`src/rtl/tt_query_feeder_if.sv`:
```
`default_nettype none
// +--------------------------------------------------------------------------+
// | tt_query_feeder_if : host write, TT drive/result and host result signals |
// | Rev 1.0                                                                  |
// +--------------------------------------------------------------------------+
interface tt_query_feeder_if;
    logic       wr_valid;
    logic       wr_ready;
    logic [7:0] wr_data;
    logic       wr_last;
    logic       tt_in_valid;
    logic [3:0] tt_source;
    logic [3:0] tt_destination;
    logic       tt_out_valid;
    logic [3:0] tt_cost;
    logic       res_valid;
    logic       res_ready;
    logic [3:0] res_cost;
    logic [7:0] res_qid;
    logic       res_trunc;
    logic       res_timeout;

    // Feeder side.
    modport slave (
        input  wr_valid, wr_data, wr_last, tt_out_valid, tt_cost, res_ready,
        output wr_ready, tt_in_valid, tt_source, tt_destination,
               res_valid, res_cost, res_qid, res_trunc, res_timeout
    );

    // Host and TT side.
    modport master (
        output wr_valid, wr_data, wr_last, tt_out_valid, tt_cost, res_ready,
        input  wr_ready, tt_in_valid, tt_source, tt_destination,
               res_valid, res_cost, res_qid, res_trunc, res_timeout
    );
endinterface
`default_nettype wire

```
`src/rtl/tt_query_feeder.sv`:
```
`default_nettype none
// +--------------------------------------------------------------------------+
// | tt_query_feeder : buffers a host query, replays it to TT as a gap-free   |
// | burst and returns TT's cost (or a timeout) to the host. TIMEOUT >= 1.    |
// | Rev 1.0                                                                  |
// +--------------------------------------------------------------------------+
module tt_query_feeder #(
    parameter int DEPTH   = 32,
    parameter int TIMEOUT = 64
) (
    input  logic             clk,
    input  logic             rst,
    tt_query_feeder_if.slave bus
);
    localparam int c_ADDR_W = $clog2(DEPTH);
    localparam int c_CNT_W  = c_ADDR_W + 1;
    localparam int c_TMR_W  = $clog2(TIMEOUT + 1);
    localparam logic [c_CNT_W-1:0] c_DEPTH   = c_CNT_W'(DEPTH);
    localparam logic [c_TMR_W-1:0] c_TIMEOUT = c_TMR_W'(TIMEOUT);

    typedef enum logic [1:0] {
        S_COLLECT = 2'd0,
        S_SEND    = 2'd1,
        S_WAIT    = 2'd2,
        S_RESP    = 2'd3
    } state_t;

    state_t              r_state;
    logic [c_CNT_W-1:0]  r_count;
    logic [c_CNT_W-1:0]  r_idx;
    logic [c_TMR_W-1:0]  r_timer;
    logic                r_trunc;
    logic [7:0]          r_qid;
    logic                r_wr_ready;
    logic                r_tt_in_valid;
    logic [3:0]          r_tt_source;
    logic [3:0]          r_tt_destination;
    logic                r_res_valid;
    logic [3:0]          r_res_cost;
    logic                r_res_trunc;
    logic                r_res_timeout;
    logic [7:0]          r_buf [DEPTH];

    logic                w_accept;
    logic                w_buf_wr;
    logic [7:0]          w_rd_beat;

    assign w_accept  = bus.wr_valid & r_wr_ready & (r_state == S_COLLECT);
    assign w_buf_wr  = w_accept & (r_count < c_DEPTH);
    assign w_rd_beat = r_buf[r_idx[c_ADDR_W-1:0]];

    // Beat storage carries no reset; r_count alone decides what is valid.
    always_ff @(posedge clk) begin
        if (w_buf_wr) begin
            r_buf[r_count[c_ADDR_W-1:0]] <= bus.wr_data;
        end
    end

    always_ff @(posedge clk or posedge rst) begin
        if (rst) begin
            r_state          <= S_COLLECT;
            r_count          <= '0;
            r_idx            <= '0;
            r_timer          <= '0;
            r_trunc          <= 1'b0;
            r_qid            <= '0;
            r_wr_ready       <= 1'b0;
            r_tt_in_valid    <= 1'b0;
            r_tt_source      <= '0;
            r_tt_destination <= '0;
            r_res_valid      <= 1'b0;
            r_res_cost       <= '0;
            r_res_trunc      <= 1'b0;
            r_res_timeout    <= 1'b0;
        end else begin
            case (r_state)
                S_COLLECT: begin
                    r_wr_ready <= 1'b1;
                    if (w_accept) begin
                        if (r_count < c_DEPTH) begin
                            r_count <= r_count + 1'b1;
                        end else begin
                            r_trunc <= 1'b1;
                        end
                        if (bus.wr_last) begin
                            r_wr_ready <= 1'b0;
                            r_idx      <= '0;
                            r_state    <= S_SEND;
                        end
                    end
                end
                S_SEND: begin
                    // One beat per cycle with no bubbles: TT leaves its read
                    // phase on the first idle cycle.
                    if (r_idx < r_count) begin
                        r_tt_in_valid    <= 1'b1;
                        r_tt_source      <= w_rd_beat[7:4];
                        r_tt_destination <= w_rd_beat[3:0];
                        r_idx            <= r_idx + 1'b1;
                    end else begin
                        r_tt_in_valid    <= 1'b0;
                        r_tt_source      <= '0;
                        r_tt_destination <= '0;
                        r_timer          <= '0;
                        r_state          <= S_WAIT;
                    end
                end
                S_WAIT: begin
                    // The strobe is tested first so it wins over expiry.
                    if (bus.tt_out_valid) begin
                        r_res_cost    <= bus.tt_cost;
                        r_res_timeout <= 1'b0;
                        r_res_trunc   <= r_trunc;
                        r_res_valid   <= 1'b1;
                        r_state       <= S_RESP;
                    end else if (r_timer == c_TIMEOUT) begin
                        r_res_cost    <= '0;
                        r_res_timeout <= 1'b1;
                        r_res_trunc   <= r_trunc;
                        r_res_valid   <= 1'b1;
                        r_state       <= S_RESP;
                    end else begin
                        r_timer <= r_timer + 1'b1;
                    end
                end
                S_RESP: begin
                    if (bus.res_ready) begin
                        r_res_valid <= 1'b0;
                        r_qid       <= r_qid + 1'b1;
                        r_count     <= '0;
                        r_trunc     <= 1'b0;
                        r_wr_ready  <= 1'b1;
                        r_state     <= S_COLLECT;
                    end
                end
                default: begin
                    r_state <= S_COLLECT;
                end
            endcase
        end
    end

    assign bus.wr_ready       = r_wr_ready;
    assign bus.tt_in_valid    = r_tt_in_valid;
    assign bus.tt_source      = r_tt_source;
    assign bus.tt_destination = r_tt_destination;
    assign bus.res_valid      = r_res_valid;
    assign bus.res_cost       = r_res_cost;
    assign bus.res_qid        = r_qid;
    assign bus.res_trunc      = r_res_trunc;
    assign bus.res_timeout    = r_res_timeout;
endmodule
`default_nettype wire

```
`src/flat_wrapper.sv`:
```
// flat-port wrapper written by rule: the top's interface ports become plain ports
module tt_query_feeder_flat 
#(
    parameter int DEPTH   = 32,
    parameter int TIMEOUT = 64
)
  (clk, rst, bus_wr_valid, bus_wr_data, bus_wr_last, bus_tt_out_valid, bus_tt_cost, bus_res_ready, bus_wr_ready, bus_tt_in_valid, bus_tt_source, bus_tt_destination, bus_res_valid, bus_res_cost, bus_res_qid, bus_res_trunc, bus_res_timeout);
  tt_query_feeder_if bus_i ();
  input  logic clk;
  input  logic rst;
  input wire logic [$bits(bus_i.wr_valid)-1:0] bus_wr_valid;
  input wire logic [$bits(bus_i.wr_data)-1:0] bus_wr_data;
  input wire logic [$bits(bus_i.wr_last)-1:0] bus_wr_last;
  input wire logic [$bits(bus_i.tt_out_valid)-1:0] bus_tt_out_valid;
  input wire logic [$bits(bus_i.tt_cost)-1:0] bus_tt_cost;
  input wire logic [$bits(bus_i.res_ready)-1:0] bus_res_ready;
  output wire logic [$bits(bus_i.wr_ready)-1:0] bus_wr_ready;
  output wire logic [$bits(bus_i.tt_in_valid)-1:0] bus_tt_in_valid;
  output wire logic [$bits(bus_i.tt_source)-1:0] bus_tt_source;
  output wire logic [$bits(bus_i.tt_destination)-1:0] bus_tt_destination;
  output wire logic [$bits(bus_i.res_valid)-1:0] bus_res_valid;
  output wire logic [$bits(bus_i.res_cost)-1:0] bus_res_cost;
  output wire logic [$bits(bus_i.res_qid)-1:0] bus_res_qid;
  output wire logic [$bits(bus_i.res_trunc)-1:0] bus_res_trunc;
  output wire logic [$bits(bus_i.res_timeout)-1:0] bus_res_timeout;
  assign bus_i.wr_valid = bus_wr_valid;
  assign bus_i.wr_data = bus_wr_data;
  assign bus_i.wr_last = bus_wr_last;
  assign bus_i.tt_out_valid = bus_tt_out_valid;
  assign bus_i.tt_cost = bus_tt_cost;
  assign bus_i.res_ready = bus_res_ready;
  assign bus_wr_ready = bus_i.wr_ready;
  assign bus_tt_in_valid = bus_i.tt_in_valid;
  assign bus_tt_source = bus_i.tt_source;
  assign bus_tt_destination = bus_i.tt_destination;
  assign bus_res_valid = bus_i.res_valid;
  assign bus_res_cost = bus_i.res_cost;
  assign bus_res_qid = bus_i.res_qid;
  assign bus_res_trunc = bus_i.res_trunc;
  assign bus_res_timeout = bus_i.res_timeout;
  tt_query_feeder #(.DEPTH(DEPTH), .TIMEOUT(TIMEOUT)) u_core (.clk(clk), .rst(rst), .bus(bus_i));
endmodule
```
`config.mk`:
```
export PLATFORM = sky130hd
export DESIGN_NAME = tt_query_feeder_flat
export DESIGN_NICKNAME = d
export VERILOG_FILES = /design/src/rtl/tt_query_feeder_if.sv /design/src/rtl/tt_query_feeder.sv /design/src/flat_wrapper.sv
export SDC_FILE = /design/constraint.sdc
export NUM_CORES = 1
export LEC_CHECK = 0
export ABC_AREA = 1
export BUFFER_PORTS_ARGS = -buffer_cell sky130_fd_sc_hd__buf_4
export CAP_MARGIN = 25
export CORE_AREA = 2 2 212 214
export DETAILED_ROUTE_END_ITERATION = 6
export DIE_AREA = 0 0 214 216
export PLACE_DENSITY = 0.55
export SYNTH_ARGS = -nofsm -noshare
export SYNTH_HDL_FRONTEND = slang
export SYNTH_SLANG_ARGS = --single-unit
```
`constraint.sdc`:
```
create_clock -name clk -period 2.4 [get_ports clk]
set_input_delay 0.12 -clock clk [delete_from_list [all_inputs] [get_ports clk]]
set_output_delay 0.12 -clock clk [all_outputs]
set_load 0.05 [all_outputs]
```
==> impl_metrics.json <==
{
  "run_status": "finished, final reports clean",
  "die_height_um": 216,
  "place_ws_ns": 0.335,
  "synth.mux.area_fraction": 0.000867,
  "place_congestion": 0.801,
  "core_area_sq_um": 43800,
  "setup_viol": 0,
  "worst_slew_pin_slew_ns": 0.576,
  "power.density_nw_per_um2": 1030,
  "htreeDepth": 1,
  "antenna_cells_inserted": 0,
  "multiInputGateArea_sq_um": 3590,
  "worst-setup-path-type": "flop to flop",
  "seq_cell_area_sq_um": 8870,
  "post_dp_cell_area_sq_um": 14200,
  "io-pin-count": 43,
  "syn_nets": 1249,
  "cts_hold_repair.buffers": 13,
  "num_vias": 9058,
  "drive_gt1_frac": 0.123,
  "timing.slew.headroom": 0.613,
  "hpwl_um": 20800,
  "netlist-cell-type-count": 38,
  "grt_setup_unrepaired": "false",
  "first_iter_violations": 865,
  "end_kind": "flop",
  "ys.warnings.count": 0,
  "syn_area_per_cell_sq_um": 10.7,
  "synth-compound-area-share": 0.0201,
  "m1WireLength_um": 15100,
  "worstPathArrival_ns": 2.52,
  "worst_slack_ns": 0.324,
  "numCtsBuffers": 31,
  "timing.critical_path.mode_cell": "sky130_fd_sc_hd__nand2_1",
  "routedWlPerCell_um": 17.7,
  "max-clock-path-buffers": 3,
  "route.top_layer_used": "met4",
  "power_leakage_nw": 5.99,
  "grt.overflow.total": 0,
  "rows": 77,
  "ys_ff_latch": 303,
  "final_cell_mix": "444 x sky130_fd_sc_hd__nand2_1, 256 x sky130_fd_sc_hd__edfxtp_1, 199 x sky130_fd_sc_hd__nand3_1",
  "met2_wirelength_um": 16400,
  "grt_use_total": 0.147,
  "synth_simple_gate_area_frac": 0.232,
  "worstSkewPairLatency_ns": 0.57,
  "holdCritPathClass": "input port to flop",
  "synth-xor-area-share": 0.00674,
  "filler_cell_count": 4355,
  "post_cts.resized_instances": 0,
  "min_period_over_period": 0.865,
  "maximum_number_of_pins_on_one_net_before_global_route_repair": 97,
  "finalHoldViolations": 0,
  "layout.cells.most_common": "sky130_fd_sc_hd__nand2_1",
  "clock_sink_count": 303,
  "design_area_sq_um": 15400,
  "worstSetupStartpointType": "flop",
  "cts_root_buffer": "sky130_fd_sc_hd__clkbuf_16",
  "drc": 0,
  "synthesis.area_sq_um": 13000,
  "route.detailed.vias_per_inst": 4.72,
  "io_buffers": 42,
  "irDropWorstVdd_v": 0.000749,
  "die_area_sq_um": 46200,
  "wire_length_of_the_first_global_routing_pass_um": 52800,
  "timing.final.crit_period_ns": 2.08,
  "synth_edf_count": 256,
  "timing.critical_path.cells": "inv_1, ha_1, a21oi_1, nor2_1, nor2_1, nand2_1, nand2_1, inv_1, nand2_1, o21ai_0",
  "fin_setup_tns_ns": 0,
  "cts_tree": "done",
  "clk_pin_slew_worst_paths_ns": 0.07,
  "clk_skew_ns": 0.0274,
  "maxCapViolCount": 0,
  "cp_slowest_stage_delay_ns": 0.45,
  "ys_async_sr_fraction": 0.155,
  "synthCells": 1214,
  "met3_wirelength_um": 1910,
  "fmax_mhz": 482,
  "worstPathMaxFanout": 12,
  "final_antenna_net_count": 0,
  "dominantRegCellSynth": "sky130_fd_sc_hd__edfxtp_1",
  "layout.core_utilization": 0.352,
  "areaGrowthSynthToFinish_pct": 18.7,
  "synth_top_family_by_area": "simple AND/OR/NAND/NOR gates",
  "postRouteWirelength_um": 34000,
  "cts.repair_timing.setup_buffer_count": 0,
  "timing_max_transition_violations_final": 0,
  "slowest_stage": "sky130_fd_sc_hd__dfrtp_1",
  "yosys.area_share.adder": 0.0164,
  "register_area_share_after_synthesis": 0.682,
  "crit_required_ns": 2.84,
  "fin_nets": 1337,
  "dr.pass1.iters": 5,
  "floorplan.initialDensity": 0.296,
  "first_global_vias": 9012,
  "floorplan.die.width_um": 214,
  "antenna_found_initial": 0
}
[Yosys cell counts (all sizes together), types with 4 or more instances]
master,number,area [sq um]
clkbuf,7,26.3
nand3,199,996
a21oi,9,45.0
or2,4,25.0
edfxtp,256,7690
xor2,7,61.3
nor2,69,262
o21ai,30,154
ha,17,213
nor3,5,30.0
dfrtp,47,1180
inv,52,195
buf,47,304
nand2,445,1670
[through the flow]
| stage | hold WS [ns] | cells | power [W] |
|---|---|---|---|
| after floorplan | 0.219 | 1214 | 0.00935 |
| after global placement | 0.144 | 1848 | 0.0107 |
| after detailed placement | 0.141 | 1848 | 0.0107 |
| after CTS | 0.0142 | 1919 | 0.0160 |
| after global routing | 0.0295 | 1919 | 0.0167 |
| final | 0.0337 | 1919 | 0.0159 |
[per-layer routing]
metal	global-route usage	up-vias
met5	0	-
met4	0.0371	0
met3	0.0197	41
met2	0.249	264
met1	0.198	4456
li1	-	4297
[final cells by class]
class	count	share of cell area
clock buffers	33	0.0508
repair buffers	109	0.0576
inverters	55	0.0135
multi-input cells	802	0.233
clock inverters	25	0.0218
flip-flops and latches	303	0.575
well taps	592	0.0480
[logic make-up after synthesis]
kind of cell / count (synthesis)
buf+inv: 109
xor+xnor: 10
simple gates: 727
fa+ha+maj: 17
mux: 1
compound gates: 47
flops: 303
[registers in the layout, summed over array words and instances (netlist names)]
register and cells:
u_core.bus.res_cost 4, u_core.r_state 2, u_core.bus.res_timeout 1, u_core.bus.wr_ready 1
u_core.bus.tt_source 4, u_core.bus.tt_in_valid 1, u_core.r_buf 256, u_core.bus.tt_destination 4
u_core.bus.res_qid 8, u_core.r_trunc 1, u_core.bus.res_valid 1, u_core.r_count 6
u_core.bus.res_trunc 1, u_core.r_timer 7, u_core.r_idx 6
[report_power, final]
group          switching (W)  internal (W)
logic                0.00304       0.00121
registers           0.000309       0.00607
clock network        0.00207       0.00323
[worst max-delay path, delay by kind of cell (launching register included)]
family	cells	cell delay, ns
flip-flops	1	0.45
buffers and inverters	2	0.26
AO/OA/AOI/OAI	2	0.23
AND/OR/NAND/NOR	5	0.70
adder cells (fa/ha/maj)	1	0.31
[path summary, 6_finish.rpt]
check                                             from                            to  slack (ns)  depth (start not counted)
worst max-delay path                 u_core.r_count[3]             u_core.r_timer[3]        0.32                         10
worst min-delay path                    bus_wr_data[3]            u_core.r_buf[9][3]        0.03                          1
worst max register to register       u_core.r_count[3]             u_core.r_timer[3]        0.32                         10
worst min register to register  u_core.bus.tt_in_valid        u_core.bus.tt_in_valid        0.50                          2
max in group asynchronous                          rst             u_core.r_count[2]        1.48                          4
min in group asynchronous                          rst  u_core.bus.tt_destination[0]        0.11                          3
Note: power is estimated with default switching activity, not from simulation.
